$ cat config.mk
export PLATFORM = sky130hd
export DESIGN_NAME = reduce_tree_pipe
export DESIGN_NICKNAME = d
export VERILOG_FILES = /design/src/rtl/reduce_pkg.sv /design/src/rtl/reduce_stage.sv /design/src/rtl/reduce_tree_pipe.sv
export SDC_FILE = /design/constraint.sdc
export NUM_CORES = 1
export LEC_CHECK = 0
export ABC_AREA = 1
export CAP_MARGIN = 20
export CORE_AREA = 2 2 78 80
export DETAILED_ROUTE_END_ITERATION = 10
export DIE_AREA = 0 0 80 82
export MAX_ROUTING_LAYER = met4
export PLACE_DENSITY = 0.71
export SLEW_MARGIN = 20
export SYNTH_ARGS = -nofsm -noshare
export SYNTH_HDL_FRONTEND = slang
export SYNTH_SLANG_ARGS = --single-unit
$ cat constraint.sdc
create_clock -name clk -period 2.3 [get_ports clk]
set_input_delay 0.345 -clock clk [delete_from_list [all_inputs] [get_ports clk]]
set_output_delay 0.345 -clock clk [all_outputs]
set_load 0.1 [all_outputs]
$ cat src/rtl/reduce_pkg.sv
`default_nettype none
// ============================================================================
// Module   : reduce_pkg
// Brief    : Op encodings and elaboration helpers for the reduction tree.
// Revision : 1.0
// ============================================================================
package reduce_pkg;

    localparam logic [1:0] OP_OR  = 2'b00;
    localparam logic [1:0] OP_AND = 2'b01;
    localparam logic [1:0] OP_XOR = 2'b10;

    // Neutral padding bit: 1 only for AND; OR, XOR and the reserved code use 0.
    function automatic logic identity(input logic [1:0] op);
        return (op == OP_AND);
    endfunction

    function automatic int tree_stages(input int width, input int radix);
        int span;
        int stages;
        span   = 1;
        stages = 0;
        for (int i = 0; i < 32; i++) begin
            if (span < width) begin
                span   = span * radix;
                stages = stages + 1;
            end
        end
        return stages;
    endfunction

endpackage
`default_nettype wire

$ cat src/rtl/reduce_stage.sv
`default_nettype none
// ============================================================================
// Module   : reduce_stage
// Brief    : One registered tree level; IN_W/RADIX nodes, op and valid travel along.
// Revision : 1.0
// ============================================================================
module reduce_stage
    import reduce_pkg::*;
#(
    parameter int IN_W  = 4,
    parameter int RADIX = 2
) (
    input  logic                    clk,
    input  logic                    rst,
    input  logic                    i_en,
    input  logic [IN_W-1:0]         i_data,
    input  logic [1:0]              i_op,
    input  logic                    i_valid,
    output logic [IN_W/RADIX-1:0]   o_data,
    output logic [1:0]              o_op,
    output logic                    o_valid
);

    localparam int OUT_W = IN_W / RADIX;

    logic [OUT_W-1:0] w_node;
    logic [OUT_W-1:0] r_data;
    logic [1:0]       r_op;
    logic             r_valid;

    function automatic logic node_reduce(input logic [RADIX-1:0] bits, input logic [1:0] op);
        logic res;
        case (op)
            OP_AND:  res = &bits;
            OP_XOR:  res = ^bits;
            default: res = |bits;
        endcase
        return res;
    endfunction

    for (genvar n = 0; n < OUT_W; n++) begin : g_node
        assign w_node[n] = node_reduce(i_data[n*RADIX +: RADIX], i_op);
    end

    always_ff @(posedge clk) begin
        if (rst) begin
            r_valid <= 1'b0;
            r_data  <= '0;
            r_op    <= OP_OR;
        end else if (i_en) begin
            r_valid <= i_valid;
            r_data  <= w_node;
            r_op    <= i_op;
        end
    end

    assign o_data  = r_data;
    assign o_op    = r_op;
    assign o_valid = r_valid;

endmodule
`default_nettype wire

$ cat src/rtl/reduce_tree_pipe.sv
`default_nettype none
// ============================================================================
// Module   : reduce_tree_pipe
// Brief    : Pipelined OR/AND/XOR reduction tree with valid/ready and hit counter.
// Revision : 1.0
// ============================================================================
module reduce_tree_pipe
    import reduce_pkg::*;
#(
    parameter int WIDTH   = 16,
    parameter int RADIX   = 2,
    parameter int COUNT_W = 16
) (
    input  logic               clk,
    input  logic               reset,
    input  logic [WIDTH-1:0]   in_data,
    input  logic [1:0]         in_op,
    input  logic               in_valid,
    output logic               in_ready,
    output logic               out_result,
    output logic [1:0]         out_op,
    output logic               out_valid,
    input  logic               out_ready,
    input  logic               clear,
    output logic [COUNT_W-1:0] hit_count
);

    localparam int STAGES = tree_stages(WIDTH, RADIX);
    localparam int PAD_W  = RADIX ** STAGES;

    // Bit offset of tree level k inside the flattened level vector.
    function automatic int level_off(input int k);
        int off;
        off = 0;
        for (int j = 0; j < k; j++) begin
            off = off + PAD_W / (RADIX ** j);
        end
        return off;
    endfunction

    localparam int LVL_W = level_off(STAGES + 1);
    localparam logic [COUNT_W-1:0] c_hit_max = '1;

    logic [LVL_W-1:0]   w_lvl;
    logic [1:0]         w_op  [0:STAGES];
    logic               w_vld [0:STAGES];
    logic               w_adv;
    logic [COUNT_W-1:0] r_hit_count;

    if (PAD_W > WIDTH) begin : g_pad
        assign w_lvl[PAD_W-1:0] = {{(PAD_W-WIDTH){identity(in_op)}}, in_data};
    end else begin : g_nopad
        assign w_lvl[PAD_W-1:0] = in_data;
    end

    assign w_op[0]  = in_op;
    assign w_vld[0] = in_valid;

    // Single global advance: bubbles move with the data, never squeezed out.
    assign w_adv    = !out_valid || out_ready;
    assign in_ready = w_adv && !reset;

    for (genvar k = 0; k < STAGES; k++) begin : g_stage
        localparam int IN_W = PAD_W / (RADIX ** k);
        reduce_stage #(
            .IN_W  (IN_W),
            .RADIX (RADIX)
        ) u_stage (
            .clk     (clk),
            .rst     (reset),
            .i_en    (w_adv),
            .i_data  (w_lvl[level_off(k) +: IN_W]),
            .i_op    (w_op[k]),
            .i_valid (w_vld[k]),
            .o_data  (w_lvl[level_off(k+1) +: IN_W/RADIX]),
            .o_op    (w_op[k+1]),
            .o_valid (w_vld[k+1])
        );
    end

    assign out_result = w_lvl[LVL_W-1];
    assign out_op     = w_op[STAGES];
    assign out_valid  = w_vld[STAGES];

    always_ff @(posedge clk) begin
        if (reset || clear) begin
            r_hit_count <= '0;
        end else if (out_valid && out_ready && out_result && (r_hit_count != c_hit_max)) begin
            r_hit_count <= r_hit_count + COUNT_W'(1);
        end
    end

    assign hit_count = r_hit_count;

endmodule
`default_nettype wire

==> flow_summary.yaml <==
grt:
  grt_pass1_wl_um: 9350
  track_usage_pct: 18.0
  grt_antenna_before_repair: 0
  grt_overflow_total: 0
  grt_pass1_vias: 2323
  grt_start_max_net_pins: 27
worst_setup_path:
  worstPathRequired_ps: 1960
  worstSetupStartpointType: "input pin"
  crit_type: "in2out"
  end_kind: "output port"
  arrival_ps: 1370
  reg2reg_slack_ps: 630
  cp_max_fo: 3
cts:
  clk_latency_ps: 290
  root_buffer: "clkbuf_8"
  hold_buffers: 0
  htreeDepth: 2
  cts_tree: "built"
  clk_pin_slew_ps: 70
  cts_resized: 0
  numCtsBuffers: 5
  clkSinkCount: 43
  postCtsSetupRepairBufs: 0
  clockBufferDepth: 2
timing:
  slew_headroom_pct: 46.5
  worst_pin_slew_ps: 803
  fin_crit_sh_pct: 74.4
  tns_ps: 0
  period_minus_slack_ps: 1710
  drv_slew: 0
  grt_setup_unrepaired: "false"
  setup_viol: 0
  hold_viol_final: 0
  clock.fmax_mhz: 584
  holdWs_ps: 469
  finClkSkew_ps: 5.43
synth:
  synth_seq_cells: 43
  synth_cells: 353
  postSynthAreaPerCell_um2: 7.55
  synth_fp_nets: 415
  yosys_warnings: 0
  post-synth-top-area-cell: "dfxtp_1"
  synthTopCellsByArea: "dfxtp_1 (32%), ha_1 (18%), inv_1 (8.2%), nand2_1 (5.8%), nor2_1 (5.6%)"
  ys_seq_area_share_pct: 32.3
  synth_top_area_share_pct: 32.3
  synthesis.area_um2: 2670
  ys_types: 23
flow_run:
  maxCapViolCount: 0
die:
  die_h_um: 82
  dieArea_um2: 6560
  rows: 28
  start_util_pct: 46.4
  fp.coreArea_um2: 5750
  ios: 44
  die_w_um: 80
placement:
  post_dp_cell_area_um2: 3100
  dpl.hpwl_um: 3940
  place.port_buffers: 43
  gp_congestion: 0.875
routing:
  via_per_inst: 5.04
  route.vias.total: 2356
  ant_nets: 0
  drt-wirelength-per-cell_um: 11.3
  drt_wl_total_um: 5260
  drt_iter0_markers: 39
  drc_errors: 0
  first_pass_iters: 4
final_layout:
  diodes: 0
  drive_gt1_share_pct: 11.5
  fill_cells: 559
  syn_to_final_growth_pct: 18.9
  num-nets-final: 455
  stdcell_area_um2: 3170
power:
  ir_drop_uv: 347
  cellPowerDensity_nw_per_um2: 480
  p_leak_nw: 1.41
run_status:
  status: "finished clean"
worst_hold_path:
  min_path_type: "reg2reg"
cells in the final DEF, fill, tap and decap left out:
master,netlist,routed
clkbuf_1,6,1
xor2_1,1,1
buf_4,1,21
nor2_2,3,3
o22ai_1,10,10
nand2_2,2,2
a22o_1,15,15
nand3_1,17,17
buf_12,0,1
inv_1,58,58
nand2_1,41,41
nor2_1,40,39
o21ai_1,6,6
or2_1,1,1
a21oi_1,28,28
clkbuf_8,0,5
nand2_4,1,1
nand3_2,4,4
o21ai_0,26,26
ha_1,39,39
dfxtp_1,43,43
clkdlybuf4s50_1,0,22
inv_2,4,4
nor2_4,3,4
through the flow:
stage | std cells | setup slack [ps] | util (%) | power, mW
global route | 467 | 463 | 55.1 | 1.61
global placement | 461 | 357 | 53.9 | 1.09
floorplan | 353 | 22.4 | - | 1.01
CTS | 467 | 589 | 55.1 | 1.54
finish | 467 | 589 | 55.1 | 1.52
detailed placement | 461 | 321 | 53.9 | 1.10
final timing paths:
kind / start / endpoint / cells past startpoint
max: out_ready / in_ready / 6
min: g_stage[0].u_stage.o_valid / g_stage[0].u_stage.o_valid / 2
max reg2reg: hit_count[0] / hit_count[10] / 8
min reg2reg: g_stage[0].u_stage.o_valid / g_stage[0].u_stage.o_valid / 2
critical path, stage by stage:
cell and delay (ps):
clkdlybuf4s50_1 490, inv_2 50, nand2_1 80, inv_1 70, nor2_4 140, buf_12 190
cells by family (layout without fill, tap and decap cells):
| family | after synthesis | in the layout | share of synthesized area [%] |
|---|---|---|---|
| buffers and inverters | 73 | 112 | 11.3 |
| flip-flops | 43 | 43 | 32.3 |
| adder cells (fa/ha/maj) | 39 | 39 | 18.3 |
| XOR/XNOR | 1 | 1 | 0.329 |
| AO/OA/AOI/OAI | 85 | 85 | 18.5 |
| AND/OR/NAND/NOR | 112 | 112 | 19.2 |
cell type report:
| cell class | count | area, um^2 | area share [%] |
|---|---|---|---|
| multi-input combinational | 237 | 1510 | 47.7 |
| sequential | 43 | 861 | 27.2 |
| timing repair buffer | 44 | 398 | 12.6 |
| inverter | 62 | 233 | 7.35 |
| tap | 75 | 93.8 | 2.96 |
| clock buffer | 6 | 72.6 | 2.29 |
synth_stat cells:
| cell | n |
|---|---|
| o22ai_1 | 10 |
| nand3_1 | 17 |
| nor2_4 | 3 |
| nand2_1 | 41 |
| nor2_1 | 40 |
| dfxtp_1 | 43 |
| xor2_1 | 1 |
| nand3_2 | 4 |
| inv_1 | 58 |
| a22o_1 | 15 |
| buf_4 | 1 |
| buf_6 | 3 |
| clkbuf_1 | 6 |
| a21oi_1 | 28 |
| nor2_2 | 3 |
| inv_2 | 4 |
| buf_2 | 1 |
| ha_1 | 39 |
| nand2_4 | 1 |
| o21ai_1 | 6 |
| or2_1 | 1 |
| o21ai_0 | 26 |
| nand2_2 | 2 |
power by group:
group          internal (mW)  total, mW  switching, mW
logic                  0.120      0.276          0.156
clock network          0.203      0.439          0.236
registers              0.783      0.805         0.0216
total                   1.11       1.52          0.414
sequential cells by signal (all words and copies together) (netlist names):
name	cells
g_stage.u_stage.o_op	8
hit_count	16
g_stage.u_stage.o_data	15
g_stage.u_stage.o_valid	4
per-layer routing:
metal  wire [um]  GRT usage [%]  vias up  share of wire (%)
met5           0              -        -                  0
met3         191           3.08        7                3.6
met2        2690           34.3       36                 51
met4          40           4.07        0               0.76
met1        2330           19.6     1086                 44
li1            -              -     1227                  -
Power figures use the tool's default switching activity.
